--- config.mk ---
export PLATFORM = sky130hd
export DESIGN_NAME = lsu_issue_queue
export DESIGN_NICKNAME = d
export VERILOG_FILES = /design/src/rtl/lsu_issue_queue.sv
export SDC_FILE = /design/constraint.sdc
export NUM_CORES = 1
export LEC_CHECK = 0
export ABC_AREA = 1
export CAP_MARGIN = 40
export CORE_MARGIN = 2
export CORE_UTILIZATION = 50
export CTS_CLUSTER_DIAMETER = 60
export CTS_CLUSTER_SIZE = 40
export DETAILED_ROUTE_END_ITERATION = 12
export GPL_ROUTABILITY_DRIVEN = 0
export PLACE_DENSITY = 0.76
export SLEW_MARGIN = 15
export SYNTH_ARGS = -nofsm -noshare
export SYNTH_HDL_FRONTEND = slang
export SYNTH_SLANG_ARGS = --single-unit
--- constraint.sdc ---
create_clock -name clk_i -period 4.25 [get_ports clk_i]
set_input_delay 0.6375 -clock clk_i [delete_from_list [all_inputs] [get_ports clk_i]]
set_output_delay 0.6375 -clock clk_i [all_outputs]
set_load 0.005 [all_outputs]
--- src/rtl/lsu_issue_queue.sv ---
// lsu_issue_queue: command FIFO in front of the load/store unit.
// It buffers {operation, DDR address, tag} commands and issues the head
// entry over the unit's valid/ready handshake. The head entry stays in the
// FIFO, and so stays stable on the outputs, until the unit reports
// completion. Only then is it popped and its tag reported.
module lsu_issue_queue #(
    parameter int Depth         = 4,
    parameter int TagWidth      = 4,
    parameter int TimeoutCycles = 1024,
    parameter int OpWidth       = 2,
    parameter int AddrWidth     = 32
) (
    input  logic                   clk_i,
    input  logic                   rst_ni,
    input  logic                   cmd_valid_i,
    output logic                   cmd_ready_o,
    input  logic [OpWidth-1:0]     cmd_op_i,
    input  logic [AddrWidth-1:0]   cmd_addr_i,
    input  logic [TagWidth-1:0]    cmd_tag_i,
    output logic [OpWidth-1:0]     lsu_operation_o,
    output logic [AddrWidth-1:0]   lsu_ddr_address_o,
    output logic                   lsu_valid_o,
    input  logic                   lsu_ready_i,
    output logic                   done_o,
    output logic [TagWidth-1:0]    done_tag_o,
    output logic                   busy_o,
    output logic [$clog2(Depth):0] count_o,
    output logic                   timeout_o
);

    localparam int PtrWidth = $clog2(Depth);
    localparam int CntWidth = $clog2(TimeoutCycles + 1);
    localparam logic [CntWidth-1:0] CntMax = CntWidth'(TimeoutCycles);
    localparam logic [PtrWidth:0] FullLevel = (PtrWidth + 1)'(Depth);

    typedef enum logic {
        IDLE = 1'b0,
        BUSY = 1'b1
    } state_e;

    state_e state_q, state_d;

    logic [OpWidth-1:0]   opMem_q   [Depth];
    logic [AddrWidth-1:0] addrMem_q [Depth];
    logic [TagWidth-1:0]  tagMem_q  [Depth];

    logic [PtrWidth:0]   wrPtr_q, wrPtr_d;
    logic [PtrWidth:0]   rdPtr_q, rdPtr_d;
    logic [PtrWidth-1:0] wrIdx, rdIdx;
    logic [PtrWidth:0]   fill;
    logic                full, empty, push, pop, handshake;

    logic [CntWidth-1:0] busyCnt_q, busyCnt_d, busyCntInc;
    logic                done_q, done_d;
    logic [TagWidth-1:0] doneTag_q, doneTag_d;
    logic                timeout_q, timeout_d;

    // Pointers carry one extra wrap bit, so their difference is the fill level.
    assign wrIdx = wrPtr_q[PtrWidth-1:0];
    assign rdIdx = rdPtr_q[PtrWidth-1:0];
    assign fill  = wrPtr_q - rdPtr_q;
    assign full  = (fill == FullLevel);
    assign empty = (fill == '0);
    assign push  = cmd_valid_i && !full;

    assign cmd_ready_o       = !full;
    assign count_o           = fill;
    assign lsu_operation_o   = empty ? '0 : opMem_q[rdIdx];
    assign lsu_ddr_address_o = empty ? '0 : addrMem_q[rdIdx];
    assign done_o            = done_q;
    assign done_tag_o        = doneTag_q;
    assign timeout_o         = timeout_q;

    // State register of the issue FSM.
    always_ff @(posedge clk_i or negedge rst_ni) begin
        if (!rst_ni) begin
            state_q <= IDLE;
        end else begin
            state_q <= state_d;
        end
    end

    // Next state: leave IDLE on a handshake, return when the unit is ready again.
    always_comb begin
        state_d = state_q;
        case (state_q)
            IDLE:    if (handshake) state_d = BUSY;
            BUSY:    if (lsu_ready_i) state_d = IDLE;
            default: state_d = IDLE;
        endcase
    end

    // FSM outputs: offer the head only in IDLE, and pop it on completion in BUSY.
    always_comb begin
        lsu_valid_o = 1'b0;
        busy_o      = 1'b0;
        handshake   = 1'b0;
        pop         = 1'b0;
        case (state_q)
            IDLE: begin
                lsu_valid_o = !empty;
                handshake   = !empty && lsu_ready_i;
            end
            BUSY: begin
                busy_o = 1'b1;
                pop    = lsu_ready_i;
            end
            default: ;
        endcase
    end

    // Storage array is written only; it needs no reset because the pointers define validity.
    always_ff @(posedge clk_i) begin
        if (push) begin
            opMem_q[wrIdx]   <= cmd_op_i;
            addrMem_q[wrIdx] <= cmd_addr_i;
            tagMem_q[wrIdx]  <= cmd_tag_i;
        end
    end

    // Next values for the pointers, the busy watchdog and the completion report.
    always_comb begin
        wrPtr_d    = wrPtr_q + {{PtrWidth{1'b0}}, push};
        rdPtr_d    = rdPtr_q + {{PtrWidth{1'b0}}, pop};
        busyCntInc = (busyCnt_q == CntMax) ? busyCnt_q : busyCnt_q + 1'b1;
        busyCnt_d  = busyCnt_q;
        if (handshake) begin
            busyCnt_d = '0;
        end else if (busy_o) begin
            busyCnt_d = busyCntInc;
        end
        timeout_d = timeout_q || (busy_o && !lsu_ready_i && (busyCntInc == CntMax));
        done_d    = pop;
        doneTag_d = pop ? tagMem_q[rdIdx] : doneTag_q;
    end

    // Datapath registers; an asynchronous reset drops any in-flight command silently.
    always_ff @(posedge clk_i or negedge rst_ni) begin
        if (!rst_ni) begin
            wrPtr_q   <= '0;
            rdPtr_q   <= '0;
            busyCnt_q <= '0;
            done_q    <= 1'b0;
            doneTag_q <= '0;
            timeout_q <= 1'b0;
        end else begin
            wrPtr_q   <= wrPtr_d;
            rdPtr_q   <= rdPtr_d;
            busyCnt_q <= busyCnt_d;
            done_q    <= done_d;
            doneTag_q <= doneTag_d;
            timeout_q <= timeout_d;
        end
    end

endmodule

## After elaboration in Yosys (flattened, before gate mapping)

Memories as Yosys holds them, arrays and structs flattened. A register that Yosys moved wholly into a read port is not among the register bits.
Index checks and enable logic that the tools add are counted.

- Equality and inequality tests: 3
- Add/sub/neg operators: 4
- Shifts and indexed selects: 0
- Reduce and logical (&&, ||, !) cells: 11
- Muxes and demuxes: 14
- Order comparisons: 0
- Div/mod/pow operators: 0
- Bitwise logic cells: 1
- Multipliers: 0

Operators with widths:

| operator | number |
|---|---|
| $mux W11 | 3 |
| $mux W32 | 1 |
| $eq A11 B11 Y1 const B | 2 |
| $add A11 B1 Y11 const B | 1 |
| $mux W1 | 8 |
| $add A3 B1 Y3 | 2 |
| $logic_and A1 B1 Y1 | 4 |
| $logic_not A1 Y1 | 4 |
| $eq A3 B3 Y1 const B | 1 |
| $logic_not A3 Y1 | 1 |
| $sub A3 B3 Y3 | 1 |
| $mux W2 | 1 |
| $pmux W1 S2 | 1 |
| $reduce_bool A2 Y1 | 1 |
| $logic_or A1 B1 Y1 | 1 |
| $not A1 Y1 | 1 |

- Word-level logic and storage cells: 42
- Memories kept: 3
- Memory bits (read-only): 0
- Bits in writable memories: 152
- Register bits: 20
- Output and inout port bits: 46
- Bits of input ports: 42
- Bits in latches: 0

Memories:

| name | depth | bits a word | read ports | clocked after Yosys merged registers in | wr ports | RTL line | RTL |
|---|---|---|---|---|---|---|---|
| addrMem_q | 4 | 32 | 1 | 0 | 1 | 44 | `logic [AddrWidth-1:0] addrMem_q [Depth];` |
| tagMem_q | 4 | 4 | 1 | 1 | 1 | 45 | `logic [TagWidth-1:0] tagMem_q [Depth];` |
| opMem_q | 4 | 2 | 1 | 0 | 1 | 43 | `logic [OpWidth-1:0] opMem_q [Depth];` |

## Depth between registers and ports, before layout

- Depth after elaboration: 7
- Gate-level depth with buffers: 11
- Depth with buffers taken out: 11

## Worst setup path before layout

No wires, ideal clock.

- Path kind: reg-to-reg
- Start: register wrPtr_q[0]
- End: memory addrMem_q[2][0] (enable)
- Arrival time: 4206 ps
- Setup slack: -436 ps
- Setup time: 481 ps
- Data required time: 3769 ps
- Buffers on the path: 0
- Period minus slack after synthesis: 4686 ps
- Stages on the path, launching flop included: 9
- Cell sequence: dfrtp_1 > inv_1 > ha_1 > fa_1 > xor2_1 > xor2_1 > nand3_1 > nand2_1 > nor3_1

- Cells in the longest elaborated chain, start to end: 6

Ends and longest elaborated chain:

| item | RTL line | RTL |
|---|---|---|
| from (decl) | 47 | `logic [PtrWidth:0] wrPtr_q, wrPtr_d;` |
| from (signal assigned) | 147 | `wrPtr_q <= wrPtr_d;` |
| $sub A3 B3 Y3 | 61 | `assign fill = wrPtr_q - rdPtr_q;` |
| net count_o[2] | 27 | `output logic [$clog2(Depth):0] count_o,` |
| $eq A3 B3 Y1 | 62 | `assign full = (fill == FullLevel);` |
| $logic_not A1 Y1 | -- |  |
| net cmd_ready_o | 16 | `output logic cmd_ready_o,` |
| $logic_and A1 B1 Y1 | 64 | `assign push = cmd_valid_i && !full;` |
| $mux W1 | 114 | `if (push) begin` |
| $mux W1 (implied by the code) | 116 | `addrMem_q[wrIdx] <= cmd_addr_i;` |
| to (decl) | 44 |  |

The timed path passes the listed nets, and every way through them passes these cells.

## Worst setup path after layout

- Start: register wrPtr_q[0]
- End: output lsu_ddr_address_o[0]

- Cells in the longest elaborated chain, start to end: 3

Ends and longest elaborated chain:

| item | RTL line | RTL |
|---|---|---|
| $sub A3 B3 Y3 | 61 |  |
| $logic_not A3 Y1 | 63 | `assign empty = (fill == '0);` |
| $mux W32 | 69 | `assign lsu_ddr_address_o = empty ? '0 : addrMem_q[rdIdx];` |
| to (decl) | 21 | `output logic [AddrWidth-1:0] lsu_ddr_address_o,` |

Every way passes these cells.

==> results by group <==
Run status
  • Status: finished clean

Finish
  • Layout cells sized above 1: 0.0737
  • Area grow syn2layout: 22.5%
  • Finished Layout Cells: between 900 and 1000
  • Ant. Diodes: 0
  • Most common cell after layout, fill and taps aside: edfxtp_1
  • Fillcell total: ~1100
  • Most frequent cells in the layout: 152 x edfxtp_1, 104 x nor2_1, 87 x clkdlybuf4s50_1, 76 x nand2_1, 75 x o21ai_0
  • Nets: 756

Setup path
  • Critical Path Most Common Cell: inv_1
  • Worst setup EP type: output pin
  • Worst path slowest cell: nand3_4
  • Crit path cell chain: inv_1, ha_1, fa_1, xor2_1, xnor2_1, nand3_4, nand2_1, inv_1, clkdlybuf4s50_1
  • CP top delay family: simple AND/OR/NAND/NOR gates
  • Crit-path max cell delay: between 400 and 500 ps
  • Arrival @ worst endpoint: 3200 ps
  • Critical Path Source Type: flop
  • Worst Path Required: about 3600 ps
  • Top fanout value on the critical path: 36
  • Buffers & Inverters on Critical Path: 3
  • Setup CP Type: flop to output pin

Synthesis
  • Synthesized net count: roughly 670
  • YS warnings: 0
  • Mean Syn Cell Area: about 12 um^2
  • Syn Std Cell Area: just over 0.007 mm^2
  • Flops & latches, synth: between 150 and 200
  • Biggest area consumer among synthesized cells: edfxtp_1
  • Count of cell types in the netlist: 26
  • Cells after synthesis: a little over 600
  • Top cells by area, synth: edfxtp_1 63%, dfrtp_1 8.3%, nor2_1 5.4%, o21ai_0 5.2%, nand2_1 3.9%
  • Sequential cell area fraction in the yosys report: 0.710
  • Share of the synthesized area in the top cell type: 0.628

Floorplan
  • Chip Height: around 120 um
  • Chip Width: approximately 120 um
  • Row Count: 44
  • # IOs: about 90
  • Core area: 0.0144 mm^2
  • Die footprint: between 0.015 and 0.02 mm^2
  • Initial Util: 0.506

Global route
  • First-pass GRT wire length: 24.1 mm
  • Pin count of the biggest net entering global routing: 79
  • Initial antenna violation count: 0
  • Total gr overflow: 0
  • Gr usage total: 0.199
  • Vias in the first global route: a little under 5000

CTS
  • H-tree Lvls: 4
  • CTS Hold Bufs: 0
  • Cts repair resizes: 0
  • Total CTS buffers: 17
  • Clock buffer depth: 2
  • CTS Root Cell: clkbuf_16
  • CTS tree: yes
  • Clk pin slew, worst setup/hold paths: 60 ps
  • TritonCTS sink count: around 180
  • Post-CTS Setup Repair Bufs: 0
  • Clock Latency Late Sink: roughly 430 ps

Place
  • Pre-CTS setup slack: about 840 ps
  • DP Cell Count: about 870
  • Port Buffers: 87
  • HPWL reported at the end of detailed placement: roughly 9 mm

STA
  • Final slew viol count: 0
  • Worst slew pin tran: slightly above 800 ps
  • Minimum clock period: between 3000 and 4000 ps
  • Final worst slack: between 400 and 500 ps
  • Clk_skew: between 15 and 20 ps
  • Tcrit/Tclk final: 0.903
  • Setup violators final: 0
  • Sum of negative setup slack: 0 ps
  • RSZ-0062 raised after global routing: false
  • Hold Fails Final Rpt: 0
  • Max Clk Rate: between 200 and 300 MHz
  • Slew Limit Headroom: 0.462

Power
  • Power per Cell Area: between 800 and 900 mW/mm^2
  • Comb power frac: 0.433
  • Seq pwr share: 0.353
  • Leak Pwr: about 3.4 nW
  • Internal cell power: approximately 4.6 mW
  • Clock power frac: 0.214
  • Switching share of power: 0.352
  • NetSw: roughly 2.5 mW
  • VDD IR-drop max: slightly below 0.5 mV
  • Total power: 7.14 mW

Detailed routing
  • Antenna Violating Nets Remaining: 0
  • Wire per inst: about 17 um
  • Routed wire length: roughly 15 mm
  • Met3 routed WL: between 1 and 1.5 mm
  • Met1 Wirelength: approximately 6 mm
  • Vias per cell: 5.40
  • Vias after detailed routing: 4874
  • Drt first pass iters: 5
  • Met2 Wirelength: around 7.8 mm
  • DRC Markers: 0
  • Initial DRC count: 375
  • Top Layer Used: met4

Run
  • Max_cap viols: 0

Min path
  • HP Class: flop to flop
## sequential cells by signal (all words and copies together), names as in the netlist
signal,flops
done_tag_o,4
addrMem_q,128
done_o,1
state_q,1
tagMem_q,16
busyCnt_q,11
timeout_o,1
opMem_q,8
rdPtr_q,3
wrPtr_q,3
## layout make-up
cell class	count	area, um^2	share of cell area
Multi-Input combinational cell	355	1760	0.197
Sequential cell	176	5170	0.580
Clock buffer	18	429	0.0482
Timing Repair Buffer	97	950	0.107
Inverter	59	221	0.0249
Tap cell	184	230	0.0259
Clock inverter	14	151	0.0170
## cell families after synthesis
kind of cell               share of synthesized area
adders and majority gates                     0.0148
and+or+nand+nor                                0.124
xor gates and xnor gates                      0.0120
DFF                                            0.710
AOI/OAI and AO/OA                             0.0874
buffers and inverters                         0.0509
## power groups by stage
stage               sequential, mW  clock, mW  combinational (mW)
detailed placement            2.56          0                3.10
CTS                           2.52       1.55                3.13
global route                  2.56       1.62                3.41
finish                        2.52       1.53                3.09
global placement              2.53          0                3.02
floorplan                     2.54          0                1.63
## synth_stat cells
cell type,instances
edfxtp_1,152
nor2_1,104
nand2_1,76
o21ai_0,75
inv_1,58
o22ai_1,34
nand3_1,25
dfrtp_1,24
clkbuf_1,19
buf_2,8
ha_1,7
xor2_1,7
nor3_1,5
or2_2,5
a31oi_1,4
buf_4,3
nand4_1,3
o21ai_1,3
xnor2_1,3
buf_1,1
buf_6,1
clkinv_1,1
fa_1,1
nand2_4,1
nand3_4,1
o21bai_1,1
## routing by layer
metal | vias up | track usage
li1 | 2324 | -
met1 | 2341 | 0.237
met2 | 181 | 0.344
met3 | 28 | 0.0597
met4 | 0 | 0.0701
met5 | - | 0
## tightest hold or removal path: cells and delay by family, from the launching register on
family / cells / cell delay (ps)
buffers and inverters: 1 / 40
DFF: 1 / 340
and+or+nand+nor: 1 / 60
## stage by stage
step / hold slack [ps] / area, um^2 / util
after global routing: 513 / 8900 / 0.620
after floorplan: 342 / 7270 / -
after global placement: 447 / 8310 / 0.578
after CTS: 489 / 8900 / 0.620
final: 474 / 8900 / 0.620
after detailed placement: 473 / 8320 / 0.579
## worst paths after layout
path / from / end / slack (ps) / cells past startpoint
max: wrPtr_q[0] / lsu_ddr_address_o[0] / 410 / 9
min: timeout_o / timeout_o / 470 / 2
max reg2reg: wrPtr_q[0] / addrMem_q[2][5] / 1350 / 9
min reg2reg: timeout_o / timeout_o / 470 / 2
max in group asynchronous: rst_ni / done_tag_o[0] / 3110 / 2
min in group asynchronous: rst_ni / busyCnt_q[2] / 620 / 1
No activity file was read; power rests on OpenSTA's default activity.
